$ cat src/rtl/fetch_unit.sv
// Instruction-fetch stage: fetch PC, one-deep in-flight tracking, predictor hand-off
// and a 2-entry output queue toward decode with redirect (flush) support.
module fetch_unit #(
  parameter int              PC_W     = 10,
  parameter logic [PC_W-1:0] RESET_PC = '0
) (
  input  logic            clk,
  input  logic            rst_n,
  output logic            imem_req,
  output logic [PC_W-1:0] imem_addr,
  input  logic [31:0]     imem_rdata,
  output logic            pd_valid,
  output logic [31:0]     pd_instr,
  output logic [PC_W-1:0] pd_pc,
  input  logic [PC_W-1:0] pred_pc,
  input  logic            pred_taken,
  input  logic            redirect,
  input  logic [PC_W-1:0] redirect_pc,
  output logic            out_valid,
  input  logic            out_ready,
  output logic [31:0]     out_instr,
  output logic [PC_W-1:0] out_pc,
  output logic            out_pred_taken
);

  logic [PC_W-1:0] fetch_pc_reg, fetch_pc_next;
  logic            if_v_reg, if_kill_reg;
  logic [PC_W-1:0] if_pc_reg;

  logic [31:0]     q_instr_reg [2];
  logic [PC_W-1:0] q_pc_reg    [2];
  logic            q_taken_reg [2];
  logic            rd_ptr_reg, wr_ptr_reg;
  logic [1:0]      count_reg;

  logic            live, mispred, enq, pop, issue;
  logic [PC_W-1:0] seq_pc;
  logic [2:0]      occ_next;

  assign live     = if_v_reg && !if_kill_reg;
  assign seq_pc   = if_pc_reg + PC_W'(4);
  assign mispred  = live && (pred_pc != seq_pc);
  assign enq      = live && !redirect;
  assign pop      = out_valid && out_ready;
  // Occupancy after this cycle; a new request only goes out if its response will fit.
  assign occ_next = {1'b0, count_reg} + {2'b00, enq} - {2'b00, pop};
  assign issue    = !redirect && (occ_next < 3'd2);

  // Gating with rst_n keeps the strobe low during reset without waiting for an edge.
  assign imem_req  = issue && rst_n;
  assign imem_addr = fetch_pc_reg;

  assign pd_valid = live;
  assign pd_instr = imem_rdata;
  assign pd_pc    = if_pc_reg;

  assign out_valid      = (count_reg != 2'd0);
  assign out_instr      = q_instr_reg[rd_ptr_reg];
  assign out_pc         = q_pc_reg[rd_ptr_reg];
  assign out_pred_taken = q_taken_reg[rd_ptr_reg];

  always_comb begin
    fetch_pc_next = fetch_pc_reg;
    if (redirect)
      fetch_pc_next = redirect_pc;
    else if (mispred)
      fetch_pc_next = pred_pc;
    else if (issue)
      fetch_pc_next = fetch_pc_reg + PC_W'(4);
  end

  always_ff @(posedge clk or negedge rst_n) begin
    if (!rst_n) begin
      fetch_pc_reg <= RESET_PC;
      if_v_reg     <= 1'b0;
      if_pc_reg    <= '0;
      if_kill_reg  <= 1'b0;
      count_reg    <= 2'd0;
      rd_ptr_reg   <= 1'b0;
      wr_ptr_reg   <= 1'b0;
    end else begin
      fetch_pc_reg <= fetch_pc_next;
      if_v_reg     <= issue;
      if_pc_reg    <= fetch_pc_reg;
      // The sequential request sent alongside a non-sequential prediction is dead on arrival.
      if_kill_reg  <= issue && (mispred || redirect);
      if (redirect) begin
        count_reg  <= 2'd0;
        rd_ptr_reg <= 1'b0;
        wr_ptr_reg <= 1'b0;
      end else begin
        count_reg  <= count_reg + {1'b0, enq} - {1'b0, pop};
        rd_ptr_reg <= rd_ptr_reg ^ pop;
        wr_ptr_reg <= wr_ptr_reg ^ enq;
      end
    end
  end

  always_ff @(posedge clk or negedge rst_n) begin
    if (!rst_n) begin
      for (int i = 0; i < 2; i++) begin
        q_instr_reg[i] <= '0;
        q_pc_reg[i]    <= '0;
        q_taken_reg[i] <= 1'b0;
      end
    end else if (enq) begin
      q_instr_reg[wr_ptr_reg] <= imem_rdata;
      q_pc_reg[wr_ptr_reg]    <= if_pc_reg;
      q_taken_reg[wr_ptr_reg] <= pred_taken;
    end
  end

endmodule

$ cat config.mk
export PLATFORM = sky130hd
export DESIGN_NAME = fetch_unit
export DESIGN_NICKNAME = d
export VERILOG_FILES = /design/src/rtl/fetch_unit.sv
export SDC_FILE = /design/constraint.sdc
export NUM_CORES = 1
export LEC_CHECK = 0
export BUFFER_PORTS_ARGS = -buffer_cell sky130_fd_sc_hd__buf_2
export CAP_MARGIN = 20
export CORE_MARGIN = 3
export CORE_UTILIZATION = 35
export CTS_CLUSTER_SIZE = 12
export DETAILED_ROUTE_END_ITERATION = 7
export PLACE_DENSITY = 0.66
export SYNTH_ARGS = -nofsm -noshare
export SYNTH_HDL_FRONTEND = slang
export SYNTH_SLANG_ARGS = --single-unit
export TNS_END_PERCENT = 1
$ cat constraint.sdc
create_clock -name clk -period 3.25 [get_ports clk]
set_clock_uncertainty 0.1 [all_clocks]
set_input_delay 0.1625 -clock clk [delete_from_list [all_inputs] [get_ports clk]]
set_output_delay 0.1625 -clock clk [all_outputs]
set_load 0.02 [all_outputs]
### Word level (Yosys, flattened, before mapping)

Cells that the tools add are included.

* register bits after elaboration: 112
* bits of input ports: 57
* output and inout bits: 98
* word-level logic and storage cells: 65

* $add $sub $neg: 6
* order comparisons: 4
* eq/ne operators: 1
* mux-type cells: 24
* bitwise operators: 4
* reductions and logical operators: 13

Operators with widths (count)
* $mux W32: 4
* $mux W10: 7
* $bwmux W64: 1
* $demux W32 S1: 1
* $add A10 B3 Y10 const B: 2
* $bwmux W20: 1
* $demux W10 S1: 1
* $ne A10 B10 Y1: 1
* $logic_and A1 B1 Y1: 8
* $mux W1: 6
* $ge A2 B2 Y1 const B: 2
* $not A1 Y2: 2
* $add A2 B1 Y3: 1
* $lt A3 B2 Y1 const B: 1
* $reduce_bool A3 Y1: 1
* $sub A3 B1 Y3: 1
* $add A2 B1 Y2: 1
* $bwmux W2: 1
* $logic_not A1 Y1: 2
* $lt A2 B1 Y1 const B: 1
* $mux W2: 1
* $reduce_bool A2 Y1: 1
* $sub A2 B1 Y2: 1
* $xor A1 B1 Y1: 2
* other kinds (2): 2

### Longest topological paths before layout

* depth after elaboration: 10
* depth in mapped cells: 15
* gate-level depth less buffers: 14

### Worst setup path after synthesis

No wires, ideal clock.

* path type: flip-flop to flip-flop
* start point: register if_v_reg
* end point: register fetch_pc_reg[4], in the netlist imem_addr[4]
* setup time: 0.126 ns
* data arrival time: 2.841 ns
* required time: 3.024 ns
* path slack: 0.183 ns
* cell stages (with the launch flop): 15
* path buffers: 1
* period minus slack after synthesis: 3.067 ns
* cells stage by stage: dfrtp_1 -> nand2b_1 -> inv_2 -> nand2b_1 -> clkbuf_1 -> ha_1 -> inv_1 -> ha_1 -> inv_1 -> fa_1 -> xnor2_1 -> nand3b_1 -> inv_1 -> nor3_4 -> a221o_1

* word-level cells in the longest chain between the ends: 7
* elaborated cells between the ends (all ways): 10
* those cells by class: add/sub: 2; order compare: 1; mux: 2; reduce/logical: 5

Ends and longest elaborated chain
* start, declared: line 27 `logic if_v_reg, if_kill_reg;`
* start signal, assigned: line 83 `if_v_reg <= issue;`
* $logic_and A1 B1 Y1: line 40 `assign live = if_v_reg && !if_kill_reg;`
* named net pd_valid: line 12 `output logic pd_valid,`
* $logic_and A1 B1 Y1: line 43 `assign enq = live && !redirect;`
* $add A2 B1 Y3: line 46 `assign occ_next = {1'b0, count_reg} + {2'b00, enq} - {2'b00, pop};`
* $sub A3 B1 Y3: line 46
* $lt A3 B2 Y1: line 47 `assign issue = !redirect && (occ_next < 3'd2);`
* $logic_and A1 B1 Y1: line 47
* named net issue: line 36 `logic live, mispred, enq, pop, issue;`
* $reduce_bool A3 Y1 (no line)
* end signal, assigned: line 82 `fetch_pc_reg <= fetch_pc_next;`
* end, declared: line 26 `logic [PC_W-1:0] fetch_pc_reg, fetch_pc_next;`

The timed path passes the listed nets, and every way through them passes these cells.
A chain may end at the register's enable or synchronous reset.

### Worst setup path in the final report

* start point: register count_reg[1]
* end point: output imem_req

* word-level cells in the longest chain between the ends: 6
* elaborated cells between the ends (all ways): 7
* those cells by class: add/sub: 2; order compare: 1; reduce/logical: 4

Ends and longest elaborated chain
* start, declared: line 34 `logic [1:0] count_reg;`
* start signal, assigned: line 92 `count_reg <= count_reg + {1'b0, enq} - {1'b0, pop};`
* branches (longest 2 deep; another with $add A2 B1 Y3)
* $sub A3 B1 Y3 (*): line 46
* $lt A3 B2 Y1 (*): line 47
* $logic_and A1 B1 Y1 (*): line 47
* named net issue: line 36
* $logic_and A1 B1 Y1 (*): line 50 `assign imem_req = issue && rst_n;`
* end, declared: line 9 `output logic imem_req,`

Mark *: on every way through the listed nets, which the timed path passes.

==> impl_metrics.csv <==
group,metric,value,unit
setup_path,worstSetupStartpointType,"flop",
layout,area_growth,26.7,%
layout,multi_input_area,2410,sq um
global_route,grt_usage,0.151,
clocking,clk_pin_slew_worst_paths,0.07,ns
setup_path,critPathTopFamily,"adder cells",
clocking,clk_latency,0.35,ns
clocking,root_buffer,"clkbuf_16",
drt,drt_wl_total,12900,um
setup_path,reg2regPathDepth,13,
synth,async_flop_share,1.00,
synth,yosysSeqAreaShare,0.504,
layout,nFillCells,1366,
synth,synth_area_leaders,"dfrtp_1 (50%), mux2_2 (23%), buf_4 (4.3%), mux2_1 (3.2%), xnor2_1 (1.4%)",
floorplanning,core,15400,sq um
synth,ys_ff_latch,112,
floorplanning,num_rows,45,
pwr,power.total,6.87,mW
placement,dpl.hpwl,8970,um
pwr,ir_drop,0.396,mV
clocking,cts_sinks,112,
clocking,htreeDepth,3,
clocking,cts_tree,"built",
sta,slew_headroom,0.504,
placement,portBuffers,154,
global_route,grt_pass1_wl,21500,um
run_status,status,"complete, no violations",
drt,post_drt_wl_per_cell,16.1,um
setup_path,critPathKind,"reg -> out",
setup_path,cp_num_cells,12,
sta,tightest_slew,0.744,ns
synth,yosysTopAreaCell,"dfrtp_1",
floorplanning,io_pins,155,
global_route,gr-total-overflow,0,
job,maxCapViolCount,0,
sta,fin_crit,3.08,ns
layout,fin_nets,652,
pwr,p_leak,3.24,nW
sta,setup_viol,0,
global_route,grt_max_degree,59,
sta,max_freq,325,MHz
synth,synth.top_cell.area_share,0.504,
synth,syn_avg_cell_area,13.1,sq um
sta,min_period_over_period,0.947,
setup_path,cp_max_fo,5,
synth,syn_area,5570,sq um
global_route,first_global_vias,4223,
drt,dr.pass1.iters,4,
placement,preCtsSetupSlack,0.357,ns
sta,fin_ws,0.171,ns
min_path,hp-class,"in -> reg",
synth,synth_nets,490,
setup_path,cp.required,2.99,ns
pwr,p_per_area,974,nW/um^2
drt,via_per_inst,4.92,
sta,drv_slew,0,
setup_path,path_buf_inv,4,
synth,ys_warn_count,0,
synth,yosysMostFrequentCell,"mux2_2",
layout,antenna_cells,0,
floorplanning,dieWidth,132,um
clocking,clk_path_buf_depth,2,
sta,tns,0,ns
synth,synth_ff_type,"dfrtp_1",
synth,synth_edf_count,0,
drt,remaining_drc_errors,0,
setup_path,slowest_stage,"dfrtp_1",
setup_path,critPathArrivalTime,2.82,ns
layout,drive_gt1_frac,0.523,
floorplanning,initial_core_util,0.362,
drt,dr.first_iter.drc_count,140,
sta,holdWs,0.0365,ns
setup_path,cp_cell_sequence,"or2_1, and2_1, ha_1, inv_1, ha_1, inv_1, fa_1, xnor2_1, nand3b_1, inv_2, and2_1, buf_2",
drt,vias,3959,
synth,synthCells,426,
setup_path,endpoint_kind,"output pin",
clocking,cts_made_buffers,9,
drt,drtAntennaViolNets,0,
layout,regArea,2800,sq um
min_path,hold_depth,3,
placement,place_congestion,0.908,
setup_path,max_stage_delay,0.42,ns
global_route,antenna_found_initial,1,
floorplanning,dieHeight,132,um
synth,synth_cell_types,46,
layout,largest_reg_flops,64,
synth,synth_common_cells,"mux2_2 (114), dfrtp_1 (112), buf_4 (32), clkbuf_1 (19), mux2_1 (16)",
floorplanning,dieArea,17500,sq um
sta,hold_violations,0,
## logic make-up (layout without fill, tap and decap cells)
group / count (synthesis) / count (layout) / share of synthesized area
mux: 132 / 132 / 0.267
compound gates: 44 / 44 / 0.0699
buf+inv: 63 / 230 / 0.0643
flops: 112 / 112 / 0.504
fa+ha+maj: 7 / 7 / 0.0171
xor+xnor: 14 / 14 / 0.0220
simple gates: 54 / 54 / 0.0564
## through the flow
| step | instances | utilization | cell area [sq um] |
|---|---|---|---|
| 2_1_floorplan | 426 | - | 5570 |
| 3_3_place_gp | 750 | 0.416 | 6390 |
| 3_5_place_dp | 750 | 0.416 | 6390 |
| 4_1_cts | 802 | 0.458 | 7040 |
| 5_1_grt | 804 | 0.459 | 7050 |
| 6_report | 804 | 0.459 | 7050 |
## what timing repair did
item | 4_1_cts | 5_1_grt
hold endpoints to repair | 122 | 0
hold buffers | 36 | 0
endpoints found under the setup margin | 0 | 1
resized for setup | 0 | 1
setup buffers | 0 | 2
## layer usage
layer,up-vias,part of all wire,GRT usage
li1,1815,-,-
met1,1972,0.44,0.193
met2,159,0.47,0.248
met3,13,0.078,0.0477
met4,0,0.011,0.0420
met5,-,0,0
## worst reg2reg max path, cell delays in order, from the launching register on
cell	delay [ns]
dfrtp_1	0.42
or2_1	0.25
and2_1	0.19
ha_1	0.29
inv_1	0.06
ha_1	0.13
inv_1	0.05
fa_1	0.37
xnor2_1	0.14
nand3b_1	0.13
inv_2	0.07
buf_4	0.14
nor3_4	0.33
a221o_1	0.22
## final timing paths
check                                       end    startpoint  slack (ns)
max in group asynchronous            rd_ptr_reg         rst_n        1.93
worst max-delay path                   imem_req  count_reg[1]        0.17
worst min register to register         pd_pc[1]  imem_addr[1]        0.32
worst min-delay path               imem_addr[1]    pred_pc[1]        0.04
worst max register to register     imem_addr[4]  count_reg[1]        0.31
min in group asynchronous       q_instr_reg[38]         rst_n        0.34
## where the power goes
| group | switching [mW] | total (mW) | internal, mW |
|---|---|---|---|
| clock | 0.486 | 1.08 | 0.594 |
| combinational | 1.76 | 3.31 | 1.54 |
| sequential | 0.440 | 2.48 | 2.04 |
## layout by cell type (no fill, tap or decap), types with 4 or more instances in the layout
cell,instances
buf_2,153
mux2_2,114
dfrtp_1,111
dlygate4sd3_1,36
mux2_1,16
buf_4,13
nor2_1,11
xnor2_1,9
nand2_1,9
clkbuf_16,9
inv_1,8
nand2b_1,8
o31a_1,7
and2_1,6
xor2_1,5
o21ai_1,5
nor3_1,4
nand3_1,4
a32oi_1,4
o31ai_1,4
o311a_1,4
a221o_1,4
ha_1,4
## cell type report
type | instances | share of cell area
Clock buffer | 10 | 0.0325
Inverter | 11 | 0.00586
Clock inverter | 6 | 0.00852
Tap cell | 211 | 0.0374
Multi-Input combinational cell | 251 | 0.342
Timing Repair Buffer | 203 | 0.176
Sequential cell | 112 | 0.398
Note: power is estimated with default switching activity, not from simulation.
